**src/rtl/ppc2simulink_event_fifo_if.sv**
```systemverilog
// ppc2simulink_event_fifo_if: valid/ready event stream from the change-detect FIFO to its consumer
interface ppc2simulink_event_fifo_if #(parameter int DATA_WIDTH = 32);
  logic [DATA_WIDTH-1:0] data;
  logic valid;
  logic ready;
  modport master(output data, valid, input ready);
  modport slave(input data, valid, output ready);
endinterface

```
**src/rtl/ppc2simulink_event_fifo.sv**
```systemverilog
// ppc2simulink_event_fifo: queues every change of a software register as an event in a small FIFO
// Define PPC2SIM_OVF_COUNT_EN to add the saturating ovf_count dropped-event counter port.
module ppc2simulink_event_fifo #(
  parameter int DATA_WIDTH = 32,
  parameter int DEPTH_LOG2 = 2
) (
  input  logic                  user_clk,
  input  logic                  user_rst,
  input  logic [DATA_WIDTH-1:0] reg_in,
  ppc2simulink_event_fifo_if.master evt,
  output logic [DEPTH_LOG2:0]   fifo_level,
  output logic                  overflow,
  input  logic                  clr_ovf
`ifdef PPC2SIM_OVF_COUNT_EN
  ,
  output logic [15:0]           ovf_count
`endif
);
  localparam int LW = DEPTH_LOG2 + 1;
  localparam logic [DEPTH_LOG2-1:0] PTR_ONE = 1;
  logic [DATA_WIDTH-1:0] mem [2**DEPTH_LOG2];
  logic [DATA_WIDTH-1:0] prev_val;
  logic [DEPTH_LOG2-1:0] wr_ptr, rd_ptr;
  logic change, full, pop, push, drop;
  assign change = reg_in != prev_val;
  assign full = fifo_level == LW'(2**DEPTH_LOG2);
  assign evt.valid = fifo_level != '0;
  assign evt.data = mem[rd_ptr];
  assign pop = evt.valid & evt.ready;
  // a simultaneous pop frees the slot, so a full FIFO can still accept
  assign push = change & (!full | pop);
  assign drop = change & full & !pop;
  always_ff @(posedge user_clk)
    if (push) mem[wr_ptr] <= reg_in;
  always_ff @(posedge user_clk or posedge user_rst)
    if (user_rst) begin
      prev_val <= '0;
      wr_ptr <= '0;
      rd_ptr <= '0;
      fifo_level <= '0;
      overflow <= 1'b0;
    end else begin
      if (change) prev_val <= reg_in;
      if (push) wr_ptr <= wr_ptr + PTR_ONE;
      if (pop) rd_ptr <= rd_ptr + PTR_ONE;
      fifo_level <= fifo_level + LW'(push) - LW'(pop);
      overflow <= drop | (overflow & !clr_ovf);
    end
`ifdef PPC2SIM_OVF_COUNT_EN
  always_ff @(posedge user_clk or posedge user_rst)
    if (user_rst) ovf_count <= '0;
    else if (clr_ovf) ovf_count <= {15'd0, drop};
    else if (drop && ovf_count != 16'hFFFF) ovf_count <= ovf_count + 16'd1;
`endif
endmodule

```
**src/flat_wrapper.sv**
```systemverilog
// flat-port wrapper written by rule: the top's interface ports become plain ports
module ppc2simulink_event_fifo_flat 
#(
  parameter int DATA_WIDTH = 32,
  parameter int DEPTH_LOG2 = 2
)
  (user_clk, user_rst, reg_in, fifo_level, overflow, clr_ovf, evt_data, evt_valid, evt_ready);
  ppc2simulink_event_fifo_if #(.DATA_WIDTH(DATA_WIDTH)) evt_i ();
  input  logic user_clk;
  input  logic user_rst;
  input  logic [DATA_WIDTH-1:0] reg_in;
  output logic [DEPTH_LOG2:0] fifo_level;
  output logic overflow;
  input  logic clr_ovf;
  output wire logic [$bits(evt_i.data)-1:0] evt_data;
  output wire logic [$bits(evt_i.valid)-1:0] evt_valid;
  input wire logic [$bits(evt_i.ready)-1:0] evt_ready;
  assign evt_data = evt_i.data;
  assign evt_valid = evt_i.valid;
  assign evt_i.ready = evt_ready;
  ppc2simulink_event_fifo #(.DATA_WIDTH(DATA_WIDTH), .DEPTH_LOG2(DEPTH_LOG2)) u_core (.user_clk(user_clk), .user_rst(user_rst), .reg_in(reg_in), .evt(evt_i), .fifo_level(fifo_level), .overflow(overflow), .clr_ovf(clr_ovf));
endmodule
```
**config.mk**
```make
export PLATFORM = sky130hd
export DESIGN_NAME = ppc2simulink_event_fifo_flat
export DESIGN_NICKNAME = d
export VERILOG_FILES = /design/src/rtl/ppc2simulink_event_fifo_if.sv /design/src/rtl/ppc2simulink_event_fifo.sv /design/src/flat_wrapper.sv
export SDC_FILE = /design/constraint.sdc
export NUM_CORES = 1
export LEC_CHECK = 0
export BUFFER_PORTS_ARGS = -buffer_cell sky130_fd_sc_hd__buf_2
export CORE_MARGIN = 3
export CORE_UTILIZATION = 54
export CTS_BUF_LIST = sky130_fd_sc_hd__clkbuf_8
export DETAILED_ROUTE_END_ITERATION = 7
export PLACE_DENSITY = 0.84
export SLEW_MARGIN = 20
export SYNTH_ARGS = -nofsm -noshare
export SYNTH_HDL_FRONTEND = slang
export SYNTH_SLANG_ARGS = --single-unit
```
**constraint.sdc**
```tcl
create_clock -name user_clk -period 2 [get_ports user_clk]
set_input_delay 0.1 -clock user_clk [delete_from_list [all_inputs] [get_ports user_clk]]
set_output_delay 0.1 -clock user_clk [all_outputs]
set_load 0.03 [all_outputs]
```
==> run summary <==
Worst setup SP type = flip-flop
Yosys cell types = 19
FF+latch count, synth = 168
crit path max fanout = 6
antenna violations before repair = 0
share of layout cells above drive strength 1 = 42.05%
first-pass GRT wire length = 17930 um
via count = 3123
Reg area = 4848 um2
post-route ant nets = 0
power density over the cells = 1604 nW/um2
relative slew slack = 64.29%
I/O Pins = 73
failing checks = negative setup slack
cell internal pwr = 0.008239 W
net switching power = 0.004416 W
CTS Root Cell = clkbuf_8
Setup CP Type = reg2reg
syn_nets = 357
clk_skew = 0.009982 ns
vias per cell = 5.384
DRC errors left = 0
Die Height = 114.3 um
multi-input logic area = 1388 um2
filler instances = 672
clock power share = 18.9%
Reg clk slew, reported paths = 0.08 ns
P_leak = 2.923 nW
worst-case clock buffer depth = 2
ANT cells = 0
sw frac = 34.90%
WL per Instance = 19.82 um
DRT iter0 DRCs = 221
Placement Cell Area = 6999 um2
crit path time final = 2.096 ns
All-Layer GR Usage = 18.77%
CTS tree = built
synthesized area = 6339 um2
final setup vio count = 47
fin area = 7889 um2
Core ar. = 11170 um2
combinational power share = 39.4%
initial core utilization = 56.73%
worst-case vdd ir drop = 1.363 mV
clock sinks = 168
sequential share of power = 41.6%
total CTS buffers = 17
number of port buffers = 72
DP HPWL = 7159 um
Mapped Cells = 314
total of max-cap violations = 0
RSZ-0062 raised after global routing = yes
pre-CTS WS = -0.1703 ns
Congestion Overflow GR = 0
CP arrival = 2.43 ns
Synth Area per Inst = 20.19 um2
worst min path class = in2reg
Pins Over Slew Limit = 0
WL final = 11490 um
Final Hold Violating Endpoints = 0
worst path required time = 2.34 ns
Tcrit/Tclk final = 104.8%
Area Overhead vs Synth = 24.46%
H-tree lvl count = 4
num rows = 38
Nets = 470
vias in the first global route = 3425
commonest non-fill, non-tap cells in the layout = edfxtp_1, buf_2, dfrtp_1
most common cell after layout, fill and taps aside = edfxtp_1
outcome = finished with violations
die width = 114.3 um
full die area = 13070 um2
fmax = 477.1 MHz
CP Capture Type = flip-flop
slew of the pin with the lowest slew margin = 0.5357 ns
Worst Slack Setup Final = -0.09580 ns
yosys warns = 0
sequential share of the synthesized area = 76.43%
total iterations of the first detailed-routing run = 4
largest net degree at the start of global routing = 41
worst-skew pair later-pin latency = 0.45 ns
gpl congestion = 0.7193
-- worst max-delay path, stage by stage (launching register included) --
cell	delay, ns
dfrtp_1	0.40
xnor2_2	0.14
nand4_1	0.18
nor4_4	0.07
buf_4	0.15
a21oi_4	0.24
ha_4	0.16
inv_2	0.03
fa_2	0.34
xnor2_2	0.14
xnor2_1	0.12
-- registers in the layout, indices dropped and copies added, names as in the netlist --
| name | count |
|---|---|
| u_core.fifo_level | 3 |
| u_core.rd_ptr | 2 |
| u_core.mem | 128 |
| u_core.wr_ptr | 2 |
| u_core.prev_val | 32 |
| u_core.overflow | 1 |
-- worst paths after layout --
path	startpoint	endpoint	slack (ns)	depth (start not counted)
worst min-delay path	evt_ready	u_core.overflow	0.06	3
max in group asynchronous	user_rst	u_core.fifo_level[0]	1.29	4
worst max register to register	u_core.prev_val[10]	u_core.fifo_level[2]	-0.1	10
min in group asynchronous	user_rst	u_core.prev_val[14]	0.31	4
worst min register to register	u_core.overflow	u_core.overflow	0.53	1
worst max-delay path	u_core.prev_val[10]	u_core.fifo_level[2]	-0.1	10
-- layer usage --
metal | vias up | routed length [um] | GRT usage [%] | part of all wire (%)
met1 | 1616 | 4817 | 23.58 | 42
met2 | 100 | 5941 | 31.46 | 52
met4 | 0 | 141 | 7.126 | 1.2
li1 | 1394 | - | - | -
met3 | 13 | 593 | 5.127 | 5.2
met5 | - | 0 | 0 | 0
-- what timing repair did --
action                                  CTS  global route
hold endpoints to repair                201             0
resized for setup                         3             5
hold buffers                             34             0
cloned                                    0             2
pin swaps                                 8            12
endpoints found under the setup margin  157           133
buffers inserted                          4             3
-- kinds of logic after synthesis --
group / count (synthesis) / share of synthesized area, %
mux: 33 / 11.61
simple gates: 19 / 2.132
xor+xnor: 37 / 5.113
fa+ha+maj: 7 / 1.500
compound gates: 2 / 0.2764
buf+inv: 48 / 2.941
flops: 168 / 76.43
-- through the flow --
step	instances	total power, W	TNS [ns]	hold WS [ns]	util (%)
2_1_floorplan	314	0.008501	-0.4539	0.1976	-
3_3_place_gp	505	0.01001	-6.960	0.2469	62.64
3_5_place_dp	505	0.01017	-8.931	0.2581	62.64
4_1_cts	575	0.01264	-0.1323	0.04201	69.83
5_1_grt	580	0.01325	-13.22	0.05548	70.60
6_report	580	0.01265	-0.7858	0.05990	70.60
-- cell type report --
type | count | share of cell area, %
flip-flops and latches | 168 | 61.46
clock buffers | 19 | 3.315
inverters | 8 | 0.3807
repair buffers | 134 | 13.18
clock inverters | 13 | 1.856
multi-input cells | 98 | 17.59
well taps | 140 | 2.220
-- cells in the mapped netlist --
library cell	instances	area, um2
xnor2_1	36	315.3
mux4_2	32	720.7
edfxtp_1	128	3844
nand4_1	8	50.05
dfrtp_1	40	1001
clkbuf_1	35	131.4
nor4_2	2	25.02
a21oi_2	1	8.760
a22o_1	1	8.760
nor4b_2	1	15.01
buf_2	5	25.02
fa_1	1	20.02
xor2_1	1	8.760
nand2_1	2	7.510
and2_1	5	31.28
or3_1	1	6.260
ha_1	6	75.07
inv_1	8	30.03
mux2_4	1	15.01
-- power by group through the flow --
stage / combinational [W] / clock, W / sequential (W)
4_1_cts: 0.00496 / 0.00244 / 0.00524
2_1_floorplan: 0.00319 / 0 / 0.00531
3_5_place_dp: 0.00481 / 0 / 0.00536
6_report: 0.00499 / 0.00240 / 0.00527
3_3_place_gp: 0.00474 / 0 / 0.00527
5_1_grt: 0.00532 / 0.00257 / 0.00536
No activity file was read; power rests on OpenSTA's default activity.
